--- src/rtl/mem_block_copier.sv ---
// Block copier driving a single-port RAM: one read cycle and one write cycle per word.
// The copy runs in ascending order; all RAM pins and status outputs are registered.
module mem_block_copier #(
  parameter int p_data_width    = 8,
  parameter int p_address_width = 20,
  parameter int p_len_width     = 20
) (
  input  logic                       i_w_clk,
  input  logic                       i_w_rst_n,
  input  logic                       i_w_start,
  input  logic [p_address_width-1:0] i_w_src,
  input  logic [p_address_width-1:0] i_w_dst,
  input  logic [p_len_width-1:0]     i_w_len,
  output logic                       o_w_busy,
  output logic                       o_w_done,
  output logic [p_len_width-1:0]     o_w_count,
  output logic [p_address_width-1:0] o_w_address,
  output logic [p_data_width-1:0]    o_w_wdata,
  input  logic [p_data_width-1:0]    i_w_rdata,
  output logic                       o_w_we,
  output logic                       o_w_oe
);

  localparam int AW = p_address_width;
  localparam int LW = p_len_width;
  localparam int DW = p_data_width;

  typedef enum logic [1:0] {
    S_IDLE,
    S_READ,
    S_WRITE,
    S_DONE
  } state_t;

  state_t          r_state;
  state_t          w_state_nxt;
  logic [AW-1:0]   r_src;
  logic [AW-1:0]   r_dst;
  logic [LW-1:0]   r_len;
  logic [LW-1:0]   r_idx;
  logic            r_busy;
  logic            r_done;
  logic [LW-1:0]   r_count;
  logic [AW-1:0]   r_address;
  logic [DW-1:0]   r_wdata;
  logic            r_we;
  logic            r_oe;

  logic [AW-1:0]   w_src_nxt;
  logic [AW-1:0]   w_dst_nxt;
  logic [LW-1:0]   w_len_nxt;
  logic [LW-1:0]   w_idx_nxt;
  logic            w_busy_nxt;
  logic            w_done_nxt;
  logic [LW-1:0]   w_count_nxt;
  logic [AW-1:0]   w_address_nxt;
  logic [DW-1:0]   w_wdata_nxt;
  logic            w_we_nxt;
  logic            w_oe_nxt;
  logic [LW-1:0]   w_idx_inc;
  logic            w_last;
  logic            w_len_zero;

  assign w_idx_inc  = r_idx + 1'b1;
  assign w_last     = (w_idx_inc == r_len);
  assign w_len_zero = (i_w_len == '0);

  always_ff @(posedge i_w_clk or negedge i_w_rst_n) begin
    if (!i_w_rst_n) begin
      r_state   <= S_IDLE;
      r_src     <= '0;
      r_dst     <= '0;
      r_len     <= '0;
      r_idx     <= '0;
      r_busy    <= 1'b0;
      r_done    <= 1'b0;
      r_count   <= '0;
      r_address <= '0;
      r_wdata   <= '0;
      r_we      <= 1'b0;
      r_oe      <= 1'b0;
    end else begin
      r_state   <= w_state_nxt;
      r_src     <= w_src_nxt;
      r_dst     <= w_dst_nxt;
      r_len     <= w_len_nxt;
      r_idx     <= w_idx_nxt;
      r_busy    <= w_busy_nxt;
      r_done    <= w_done_nxt;
      r_count   <= w_count_nxt;
      r_address <= w_address_nxt;
      r_wdata   <= w_wdata_nxt;
      r_we      <= w_we_nxt;
      r_oe      <= w_oe_nxt;
    end
  end

  always_comb begin
    w_state_nxt = r_state;
    unique case (r_state)
      S_IDLE: begin
        if (i_w_start) begin
          w_state_nxt = w_len_zero ? S_DONE : S_READ;
        end
      end
      S_READ:  w_state_nxt = S_WRITE;
      S_WRITE: w_state_nxt = w_last ? S_DONE : S_READ;
      S_DONE:  w_state_nxt = S_IDLE;
      default: w_state_nxt = S_IDLE;
    endcase
  end

  // Pins are registered, so they are derived from the state being entered.
  always_comb begin
    w_busy_nxt    = (w_state_nxt == S_READ) || (w_state_nxt == S_WRITE);
    w_done_nxt    = (w_state_nxt == S_DONE);
    w_oe_nxt      = (w_state_nxt == S_READ);
    w_we_nxt      = (w_state_nxt == S_WRITE);
    w_src_nxt     = r_src;
    w_dst_nxt     = r_dst;
    w_len_nxt     = r_len;
    w_idx_nxt     = r_idx;
    w_count_nxt   = r_count;
    w_address_nxt = r_address;
    w_wdata_nxt   = r_wdata;
    unique case (r_state)
      S_IDLE: begin
        if (i_w_start) begin
          w_count_nxt = '0;
          if (!w_len_zero) begin
            w_src_nxt     = i_w_src;
            w_dst_nxt     = i_w_dst;
            w_len_nxt     = i_w_len;
            w_idx_nxt     = '0;
            w_address_nxt = i_w_src;
          end
        end
      end
      S_READ: begin
        w_address_nxt = r_dst + AW'(r_idx);
        w_wdata_nxt   = i_w_rdata;
      end
      S_WRITE: begin
        w_idx_nxt   = w_idx_inc;
        w_count_nxt = r_count + 1'b1;
        if (!w_last) begin
          w_address_nxt = r_src + AW'(w_idx_inc);
        end
      end
      S_DONE: begin
      end
      default: begin
      end
    endcase
  end

  assign o_w_busy    = r_busy;
  assign o_w_done    = r_done;
  assign o_w_count   = r_count;
  assign o_w_address = r_address;
  assign o_w_wdata   = r_wdata;
  assign o_w_we      = r_we;
  assign o_w_oe      = r_oe;

endmodule

--- config.mk ---
export PLATFORM = sky130hd
export DESIGN_NAME = mem_block_copier
export DESIGN_NICKNAME = d
export VERILOG_FILES = /design/src/rtl/mem_block_copier.sv
export SDC_FILE = /design/constraint.sdc
export NUM_CORES = 1
export LEC_CHECK = 0
export BUFFER_PORTS_ARGS = -buffer_cell sky130_fd_sc_hd__buf_2
export CAP_MARGIN = 20
export CORE_ASPECT_RATIO = 0.9
export CORE_UTILIZATION = 25
export CTS_CLUSTER_DIAMETER = 200
export DETAILED_ROUTE_END_ITERATION = 8
export PLACE_DENSITY_LB_ADDON = 0.3
export SLEW_MARGIN = 30
export SYNTH_ARGS = -nofsm -noshare
export SYNTH_HDL_FRONTEND = slang
export SYNTH_SLANG_ARGS = --single-unit
--- constraint.sdc ---
create_clock -name i_w_clk -period 4.08 [get_ports i_w_clk]
set_clock_uncertainty 0.2 [all_clocks]
set_input_delay 0.816 -clock i_w_clk [delete_from_list [all_inputs] [get_ports i_w_clk]]
set_output_delay 0.816 -clock i_w_clk [all_outputs]
set_load 0.02 [all_outputs]
Word level (Yosys, flattened, before mapping)
Cells that the tools add are included.
{"block": "classes", "add_sub_neg": 4, "eq_ne": 10, "muxes": 13, "bitwise_logic": 1, "n_reduce_logical": 9}
{"op": "20-bit two-way mux", "n": 6}
{"op": "20-bit case mux with 2 select lines", "n": 2}
{"op": "20-bit case mux with 3 select lines", "n": 1}
{"op": "20-bit by 1-bit adder with 20-bit output (second input constant)", "n": 2}
{"op": "20-bit adder", "n": 2}
{"op": "20-bit equality test", "n": 1}
{"op": "20-bit logical NOT", "n": 1}
{"op": "2-bit equality test (second input constant)", "n": 4}
{"op": "2-bit case mux with 4 select lines", "n": 1}
{"op": "2-bit two-way mux", "n": 3}
{"op": "2-bit != test (second input constant)", "n": 3}
{"op": "3-bit AND reduction", "n": 2}
{"op": "2-bit by 1-bit equality test with 1-bit output (second input constant)", "n": 2}
{"op": "4-bit AND reduction", "n": 1}
{"op": "3-bit nonzero test", "n": 1}
{"op": "2-bit logical NOT", "n": 1}
{"op": "2-bit AND reduction", "n": 1}
{"op": "2-bit nonzero test", "n": 1}
{"op": "1-bit logical OR", "n": 1}
{"op": "1-bit inverter", "n": 1}
{"block": "totals", "ff_bits": 134, "input_bits": 71, "word_cells": 49}

Logic depth before layout (Yosys ltp)
{"block": "logic_depth", "word_depth": 6, "ltp_mapped": 14}

Worst setup path after synthesis
Ideal clock, no wire load.
{"block": "synth_path", "path_kind": "flip-flop to flip-flop", "startpoint": "reg r_idx[0]", "endpoint": "reg r_address[17], in the netlist o_w_address[17]", "setup_time_ns": 0.125, "arrival_ns": 3.221, "t_required_ns": 3.755, "path_slack_ns": 0.534, "path_stages_with_launch": 14, "period_less_slack_ns": 3.546, "path_cell_list": "dfrtp_1 -> ha_1 -> nand3_1 -> nor3_1 -> xor2_1 -> ha_1 -> a21o_1 -> a31o_2 -> a31oi_1 -> inv_1 -> o41ai_1 -> xor2_1 -> o21ai_0 -> mux2_4"}
{"block": "synth_between", "elab_chain_len": 4, "elab_cells_between_ends": 8, "classes_between": "3 x add/sub; 2 x eq/ne; 2 x mux; 1 x reduce/logical"}
{"element": "start: declaration", "line": "40", "text": "logic [LW-1:0] r_idx;"}
{"element": "start signal: assignment", "line": "87", "text": "r_idx <= w_idx_nxt;"}
{"element": "20-bit by 1-bit adder with 20-bit output", "line": "64", "text": "assign w_idx_inc = r_idx + 1'b1;"}
{"element": "20-bit adder or 20-bit equality test (tied branches)", "line": "147, 65"}
{"element": "20-bit two-way mux or 2-bit != test (tied branches)"}
{"element": "20-bit case mux with 3 select lines or 4-bit AND reduction (tied branches)"}
{"element": "end signal: assignment", "line": "91", "text": "r_address <= w_address_nxt;"}
{"element": "end: declaration", "line": "44", "text": "logic [AW-1:0] r_address;"}
Several ways; a longest one is shown, not always the timed one. The select of a mux whose other input is x is not followed.
A chain may end at the register's enable or synchronous reset.

Worst setup path in the final report
{"block": "layout_path", "startpoint": "reg r_idx[0]", "endpoint": "reg r_address[19], in the netlist o_w_address[19]"}
Same word-level chain as after synthesis.

==> reports/qor.csv <==
stage,metric,value,unit
outcome,status,"finished, final reports clean",
final_layout,fill count,3597,
synth,Post-Synth Adder-Cell Area,0.0774,
sta,worst slew pin tran,738,ps
detailed_routing,DRC,0,
cts,latest clock arrival within the worst-skew pair,440,ps
sta,total negative slack,0,ps
sta,max_slew headroom,0.508,
cts,Sink Count,134,
cts,CTS max path bufs,2,
sta,"Slew Viols, Final",0,
final_layout,area grow syn2layout,21.2,%
synth,Syn. warnings,0,
grt,global-route wire length before repair,38400,µm
grt,largest net degree at the start of global routing,76,
critical_path,flop2flop setup slack,200,ps
synth,largest family of logic cells by synthesized area,compound AO/OA/AOI/OAI gates,
grt,gr usage total,0.146,
grt,vias in the first global route,6511,
critical_path,Setup crit end kind,flip-flop,
detailed_routing,top sig layer,met5,
critical_path,CP arrival,4000,ps
sta,post-layout min period,3880,ps
cts,Root Driver,clkbuf_16,
cts,setup bufs post-CTS,0,
synth,multiplexer share of the synthesized area,0.128,
cts,CTS tree,done,
final_layout,share of layout cells above drive strength 1,0.285,
final_layout,"commonest non-fill, non-tap cell in the layout",dfrtp_1,
critical_path,r2r startpoint,r_idx[0],
sta,Fin. Hold Viols,0,
cts,post-cts hold buffer count,0,
final_layout,most frequent cells in the layout,"134 x dfrtp_1, 121 x buf_2, 65 x mux2_2",
hold_path,worst hold-check path type,in -> async,
pwr,Peak VDD IR,291,µV
floorplan,row cnt,64,
synth,Yosys reg bits,134,
synth,post-synthesis xor/xnor area fraction,0.0779,
floorplan,DIE AREA,35200,µm²
detailed_routing,WL met2,10300,µm
synth,dominant synthesized flop cell,dfrtp_1,
synth,cells after synthesis,854,
cts,H-tree Lvls,4,
floorplan,Starting Density,0.253,
sta,RSZ-0062 raised after global routing,false,
placement,IO Port Bufs,122,
detailed_routing,DRT Pass-1 Iters,5,
synth,complex-gate fraction of the synthesized area,0.153,
detailed_routing,DRT antenna net count,0,
run,Max Cap Viol,0,
grt,global route overflow,0,
critical_path,Crit Path Max Fanout,7,
detailed_routing,DRT met1 WL,13400,µm
synth,post-synth cell types,74,
cts,clk slew on worst S/H paths,70,ps
critical_path,critical path startpoint,r_idx[0],
critical_path,WS Path Type,reg -> reg,
detailed_routing,Vias,6895,
floorplan,IO Pins,123,
pwr,total power,7.56,mW
synth,Post-Syn Area per Cell,10.1,µm²
sta,f_max,258,MHz
final_layout,# diodes,0,
sta,fin worst setup slack,203,ps
synth,ys async rst share,1.00,
synth,Post-synth EDFFs,0,
floorplan,Die W,198,µm
detailed_routing,met3 routed WL,1080,µm
placement,detailed placement HPWL,19400,µm
synth,post-synthesis simple-gate area fraction,0.141,
sta,Final Cycle Share,0.950,
final_layout,NumNets Final,1104,
detailed_routing,final WL,25300,µm
grt,number of antenna violations at the first check in global routing,1,
floorplan,Core ar.,34000,µm²
cts,CTS Buf Count,17,
detailed_routing,drt wl/cell,17.4,µm
synth,sequential area share after synthesis,0.390,
critical_path,reg2reg path depth,13,
detailed_routing,initial DRC count,423,
placement,gpl congestion,0.841,
sta,final setup vio count,0,
floorplan,DIE HEIGHT,178,µm
placement,pre-CTS setup slack,130,ps
pwr,Power Density,725,nW/µm²
pwr,LEAKAGE,4.84,nW
synth,post-synth net total,977,
critical_path,Critical Path RT,4200,ps
critical_path,worst r2r dst,o_w_address[19],
critical_path,CP Launch Type,flip-flop,
synth,"Cell Area, Synth",8600,µm²
detailed_routing,Vias/cell,4.74,
==> what timing repair did <==
item                                    in CTS  in global routing
endpoints found under the setup margin       0                  5
resized for setup                            0                  4
hold endpoints to repair                     0                  0
==> registers in the layout, indices dropped and copies added, names as in the netlist <==
name         flops
r_state          2
o_w_count       20
o_w_address     20
o_w_busy         1
r_len           20
o_w_done         1
o_w_oe           1
o_w_we           1
r_dst           20
o_w_wdata        8
r_src           20
r_idx           20
==> metrics by stage <==
| stage | util | area [µm²] | instances | hold slack [ps] |
|---|---|---|---|---|
| 3_3_place_gp | 0.289 | 9810 | 1424 | 286 |
| 4_1_cts | 0.306 | 10400 | 1456 | 245 |
| 5_1_grt | 0.307 | 10400 | 1456 | 268 |
| 2_1_floorplan | - | 8600 | 854 | 256 |
| 3_5_place_dp | 0.289 | 9810 | 1424 | 291 |
| 6_report | 0.307 | 10400 | 1456 | 219 |
==> cells in the mapped netlist (14+ instances only) <==
| library cell | number | area (µm²) |
|---|---|---|
| nand2_1 | 62 | 233 |
| xnor2_1 | 35 | 307 |
| nand3_1 | 20 | 100 |
| inv_1 | 27 | 101 |
| nor2_1 | 63 | 236 |
| a21oi_1 | 41 | 205 |
| mux2_2 | 65 | 732 |
| clkbuf_1 | 23 | 86.3 |
| dfrtp_1 | 134 | 3350 |
| a21o_1 | 14 | 105 |
| mux2_4 | 19 | 285 |
| o21ai_0 | 49 | 245 |
| nor3_1 | 17 | 85.1 |
| ha_1 | 50 | 626 |
| xor2_1 | 37 | 324 |
==> worst max-delay path: stages, from the launching register on <==
cell and delay, ps:
dfrtp_1 460, ha_1 280, and3_1 300, nand4_2 280
xnor2_2 240, ha_1 360, a21o_1 210, a31o_2 230
a31oi_1 280, nand2b_1 100, o22ai_1 220, mux2i_1 220
o211ai_1 110, mux2_4 270
==> kinds of logic after synthesis <==
family,Yosys count
AND/OR/NAND/NOR,237
AO/OA/AOI/OAI,200
flip-flops,134
multiplexers,92
XOR/XNOR,74
buffers and inverters,65
adder cells (fa/ha/maj),52
==> layout make-up <==
class	instances	area [µm²]	share of cell area
Clock inverter	13	145	0.0139
Tap cell	462	578	0.0554
Multi-Input combinational cell	655	5000	0.480
Sequential cell	134	3350	0.322
Inverter	28	105	0.0101
Clock buffer	19	443	0.0425
Timing Repair Buffer	145	802	0.0769
==> worst max-delay path by stage <==
stage | endpoint | slack, ps | depth (start not counted)
after global routing | o_w_address[17] | 3 | 14
after detailed placement | o_w_address[17] | 130 | 13
final | o_w_address[19] | 200 | 13
after CTS | o_w_address[17] | 110 | 13
after global placement | o_w_address[17] | 240 | 14
after floorplan | o_w_address[17] | 530 | 13
==> per-layer routing <==
| metal | up-vias | track usage |
|---|---|---|
| li1 | 3383 | - |
| met1 | 3310 | 0.221 |
| met2 | 176 | 0.202 |
| met3 | 24 | 0.0282 |
| met4 | 2 | 0.0517 |
| met5 | - | 0 |
==> report_power, final <==
group	switching, mW	leakage, nW	internal (mW)
Combinational	2.00	2.88	1.70
Sequential	0.428	1.68	1.85
Clock	0.659	0.281	0.923
Power figures use the tool's default switching activity.
